**src/rtl/spi_slave_pkg.sv**
```systemverilog
// ============================================================================
// Module      : spi_slave_pkg
// Description : Shared defaults and helpers for the receive-only SPI slave.
// Revision    : 1.0 - initial release
// ============================================================================
`default_nettype none

package spi_slave_pkg;

   localparam int DATA_W_DEF      = 8;
   localparam int SYNC_STAGES_DEF = 2;

   // Bit-counter width; never below one bit so degenerate widths still elaborate.
   function automatic int cnt_width(input int w);
      return (w > 1) ? $clog2(w) : 1;
   endfunction

endpackage

`default_nettype wire

```
**src/rtl/spi_sync.sv**
```systemverilog
// ============================================================================
// Module      : spi_sync
// Description : N-flop synchroniser for one asynchronous pin, reset to the
//               pin's idle level.
// Revision    : 1.0 - initial release
// ============================================================================
`default_nettype none

module spi_sync #(
   parameter int   STAGES  = 2,
   parameter logic RST_VAL = 1'b0
) (
   input  logic i_clk,
   input  logic i_rst,
   input  logic i_d,
   output logic o_q
);

   logic [STAGES-1:0] r_chain;

   always_ff @(posedge i_clk) begin
      if (i_rst) begin
         r_chain <= {STAGES{RST_VAL}};
      end else begin
         r_chain <= {r_chain[STAGES-2:0], i_d};
      end
   end

   assign o_q = r_chain[STAGES-1];

endmodule

`default_nettype wire

```
**src/rtl/spi_slave.sv**
```systemverilog
// ============================================================================
// Module      : spi_slave
// Description : Receive-only SPI mode-0 slave; synchronises SCK/MOSI/CS and
//               deserialises DATA_W-bit words with a one-cycle done strobe.
//               Define SPI_SLAVE_LSB_FIRST_EN for LSB-first reception.
// Revision    : 1.0 - initial release
// ============================================================================
`default_nettype none

module spi_slave
   import spi_slave_pkg::*;
#(
   parameter int DATA_W      = DATA_W_DEF,
   parameter int SYNC_STAGES = SYNC_STAGES_DEF
) (
   input  logic              i_clk,
   input  logic              i_rst,
   input  logic              i_sck,
   input  logic              i_mosi,
   input  logic              i_cs,
   output logic [DATA_W-1:0] o_data,
   output logic              o_done
);

   localparam int              CNT_W  = cnt_width(DATA_W);
   localparam logic [CNT_W-1:0] C_LAST = CNT_W'(DATA_W - 1);

   logic              w_sck;
   logic              w_mosi;
   logic              w_cs;
   logic              w_sck_rise;
   logic [DATA_W-1:0] w_next;

   logic              r_sck_prev;
   logic [CNT_W-1:0]  r_cnt;
   logic [DATA_W-1:0] r_shift;
   logic [DATA_W-1:0] r_data;
   logic              r_done;

   spi_sync #(.STAGES(SYNC_STAGES), .RST_VAL(1'b0)) u_sync_sck (
      .i_clk(i_clk), .i_rst(i_rst), .i_d(i_sck),  .o_q(w_sck)
   );
   spi_sync #(.STAGES(SYNC_STAGES), .RST_VAL(1'b0)) u_sync_mosi (
      .i_clk(i_clk), .i_rst(i_rst), .i_d(i_mosi), .o_q(w_mosi)
   );
   spi_sync #(.STAGES(SYNC_STAGES), .RST_VAL(1'b1)) u_sync_cs (
      .i_clk(i_clk), .i_rst(i_rst), .i_d(i_cs),   .o_q(w_cs)
   );

   assign w_sck_rise = w_sck & ~r_sck_prev;

`ifdef SPI_SLAVE_LSB_FIRST_EN
   assign w_next = {w_mosi, r_shift[DATA_W-1:1]};
`else
   assign w_next = {r_shift[DATA_W-2:0], w_mosi};
`endif

   // CS high takes priority over a coincident SCK rise, discarding the word.
   always_ff @(posedge i_clk) begin
      if (i_rst) begin
         r_sck_prev <= 1'b0;
         r_cnt      <= '0;
         r_shift    <= '0;
         r_data     <= '0;
         r_done     <= 1'b0;
      end else begin
         r_sck_prev <= w_sck;
         r_done     <= 1'b0;
         if (w_cs) begin
            r_cnt   <= '0;
            r_shift <= '0;
         end else if (w_sck_rise) begin
            r_shift <= w_next;
            if (r_cnt == C_LAST) begin
               r_cnt  <= '0;
               r_data <= w_next;
               r_done <= 1'b1;
            end else begin
               r_cnt <= r_cnt + CNT_W'(1);
            end
         end
      end
   end

   assign o_data = r_data;
   assign o_done = r_done;

endmodule

`default_nettype wire

```
**config.mk**
```make
export PLATFORM = sky130hd
export DESIGN_NAME = spi_slave
export DESIGN_NICKNAME = d
export VERILOG_FILES = /design/src/rtl/spi_slave_pkg.sv /design/src/rtl/spi_sync.sv /design/src/rtl/spi_slave.sv
export SDC_FILE = /design/constraint.sdc
export NUM_CORES = 1
export LEC_CHECK = 0
export BUFFER_PORTS_ARGS = -buffer_cell sky130_fd_sc_hd__buf_4
export CAP_MARGIN = 20
export CORE_MARGIN = 2
export CORE_UTILIZATION = 52
export DETAILED_ROUTE_END_ITERATION = 8
export GPL_TIMING_DRIVEN = 0
export PLACE_DENSITY = 0.77
export SLEW_MARGIN = 0
export SYNTH_ARGS = -nofsm -noshare
export SYNTH_HDL_FRONTEND = slang
export SYNTH_SLANG_ARGS = --single-unit
```
**constraint.sdc**
```tcl
create_clock -name i_clk -period 1.43 [get_ports i_clk]
set_input_delay 0 -clock i_clk [delete_from_list [all_inputs] [get_ports i_clk]]
set_output_delay 0 -clock i_clk [all_outputs]
set_load 0.1 [all_outputs]
```
==> out/qor.yml <==
status: "finished clean"
synth_edf_count: 0
core-area_um2: 1690
cp_max_fo: 8
cts_num_sinks: 26
p_seq_share_pct: 57.7
numCtsBuffers: 3
post_cts_buffers: 0
synth.most_common_cell: "nand2_1"
start_util_pct: 53.9
fp.dieArea_um2: 2100
setup-violations-final: 0
holdCritPathClass: "in -> reg"
layout.nets: 130
internal-power_w: 0.00104
cp.required_ns: 1.65
rsz0062_at_grt: "false"
crit_top_cell: "ha_1"
period_needed_ns: 1.36
fillCellCount: 141
finalClockSkew_ns: 0.00994
num_antenna_cells: 0
dr.pass1.iters: 3
grt_use_total_pct: 15.3
register_area_um2: 522
drtAntennaViolNets: 0
max_stage_delay_ns: 0.36
antenna_found_initial: 0
drt_iter0_drc: 6
crit_arrival_ns: 1.58
synth.top_cell.area_share_pct: 57.1
h-tree-depth: 1
utilization_pct: 66.5
max-slew-margin-rel_pct: 81.6
finalSetupTns_ns: 0
wl_per_cell_um: 10.2
port_buffers: 13
gp_congestion: 0.700
grt_pass1_vias: 558
wl_mm: 1.42
synthToLayoutAreaGrowth_pct: 23.4
clkPwrFrac_pct: 38.7
clk_pin_slew_ns: 0.14
synth.area.top_cells: "dfxtp_1, nand2_1, a21oi_1, nor2b_1, ha_1"
hold_viol: 0
grt_pass1_wl_mm: 2.24
path_cells: "ha_1 > ha_1 > and4bb_2 > buf_4 > nand2_1 > a21oi_1"
path_class: "reg -> reg"
ys_seq_area_share_pct: 57.1
synthCells: 101
drc: 0
power.density_nw_per_um2: 1140
path_buf_inv: 1
synth_flop_cell: "dfxtp_1"
crit_slowest_cell: "dfxtp_2"
synth_nets: 108
clock_path_buffers: 2
ys_types: 16
grt_max_degree: 16
tightest_slew_ns: 0.279
vias_per_cell: 4.99
final_cells: 139
die_w_um: 45.9
fin_crit_sh_pct: 94.9
grt.overflow.total: 0
cp_top_family: "adder cells"
pwr-share-comb_pct: 3.6
die_y_um: 45.9
p_leak_nw: 0.428
ir_drop_mv: 0.812
async_flop_share_pct: 0
drv_cap: 0
synth_top_cell_by_area: "dfxtp_1"
vias: 693
ys_warn_count: 0
ctsRootBufferMaster: "clkbuf_4"
dp_cells: 131
p_sw_w: 0.000235
worstSkewPairLatency_ns: 0.32
slew_violations: 0
drive_gt1_share_pct: 23.8
max_freq_ghz: 0.737
row_count: 15
power_switching_share_pct: 18.4
syn_area_per_cell_um2: 9.02
netlist_area_um2: 911
ioPinCount: 14
cp-end-kind: "flop"
multiInputGateArea_um2: 349
synth_common_cells: "nand2_1, dfxtp_1, a21oi_1"
worstSetupStartpointType: "flop"
cts_tree: "built"
ys_seq_elements: 26
power by group through the flow:
stage               logic [W]  registers, W  clock network [W]
floorplan           0.0000234      0.000752                  0
global placement    0.0000373      0.000753                  0
detailed placement  0.0000382      0.000754                  0
CTS                 0.0000465      0.000738           0.000501
global route        0.0000515      0.000739           0.000525
finish              0.0000462      0.000738           0.000495
per-stage QoR:
| stage | hold slack [ns] | area (um2) | power [W] | setup WS, ns |
|---|---|---|---|---|
| 4_1_cts | 0.395 | 1120 | 0.00128 | 0.0485 |
| 6_report | 0.399 | 1120 | 0.00128 | 0.0733 |
| 3_5_place_dp | 0.198 | 1030 | 0.000792 | 0.0686 |
| 2_1_floorplan | 0.0716 | 911 | 0.000775 | 0.164 |
| 3_3_place_gp | 0.187 | 1030 | 0.000790 | 0.102 |
| 5_1_grt | 0.413 | 1120 | 0.00132 | 0.00725 |
timing repair:
action	4_1_cts	5_1_grt
gates resized for setup	0	1
setup endpoints to repair	0	4
hold endpoints to repair	7	0
hold buffers	4	0
kinds of logic (layout without fill, tap and decap cells):
| group | count (synthesis) | in the layout | synth area share [%] |
|---|---|---|---|
| buf+inv | 6 | 27 | 4.53 |
| simple gates | 49 | 49 | 24.7 |
| fa+ha+maj | 2 | 2 | 2.75 |
| compound gates | 17 | 17 | 9.75 |
| flops | 26 | 26 | 57.1 |
| mux | 1 | 1 | 1.10 |
layout make-up:
cell class / instances / area share, %
clock inverter: 1 / 2.67
timing repair buffer: 17 / 12.2
sequential: 26 / 46.4
buffer: 6 / 3.67
clock buffer: 3 / 2.00
multi-input combinational: 69 / 31.1
tap: 17 / 1.89
final timing paths:
kind	slack (ns)	startpoint	cells past startpoint	end
max reg2reg	0.07	r_cnt[0]$_SDFFE_PP0N_	6	o_data[6]$_SDFFE_PP0P_
min	0.40	i_cs	3	u_sync_cs.r_chain[0]$_SDFF_PP1_
min reg2reg	0.45	u_sync_cs.r_chain[0]$_SDFF_PP1_	1	u_sync_cs.r_chain[1]$_SDFF_PP1_
max	0.07	r_cnt[0]$_SDFFE_PP0N_	6	o_data[6]$_SDFFE_PP0P_
registers in the layout, indices dropped and copies added (netlist names):
register / flops
o_data: 8
r_sck_prev: 1
r_cnt: 3
u_sync_cs.r_chain: 2
r_shift: 7
u_sync_sck.r_chain: 2
u_sync_mosi.r_chain: 2
o_done: 1
worst register-to-register path, delay by kind of cell, from the launching register on:
family                     cells  cell delay (ns)
adders and majority gates      2             0.40
and+or+nand+nor                2             0.30
buffers and inverters          1             0.16
DFF                            1             0.36
AOI/OAI and AO/OA              1             0.05
cell usage in the layout (no fill, tap or decap):
cell	count
a21oi_1	16
and4bb_2	1
nor2b_1	6
dfxtp_2	1
buf_2	2
nor2_1	3
nand2_1	34
a21oi_2	1
dfxtp_1	25
clkbuf_4	3
mux2i_1	1
buf_4	15
clkbuf_2	1
nand2b_1	1
or2_2	3
ha_1	2
nand4bb_1	1
dlygate4sd3_1	4
buf_6	1
bufinv_16	1
per-layer routing:
layer / vias to the layer above / share of wire (%) / global-route usage [%]
met5: - / 0 / 0
met4: 0 / 2.8 / 10.3
met3: 5 / 3.5 / 2.38
met2: 13 / 51 / 25.6
met1: 311 / 43 / 17.6
li1: 364 / - / -
No activity file was read; power rests on OpenSTA's default activity.
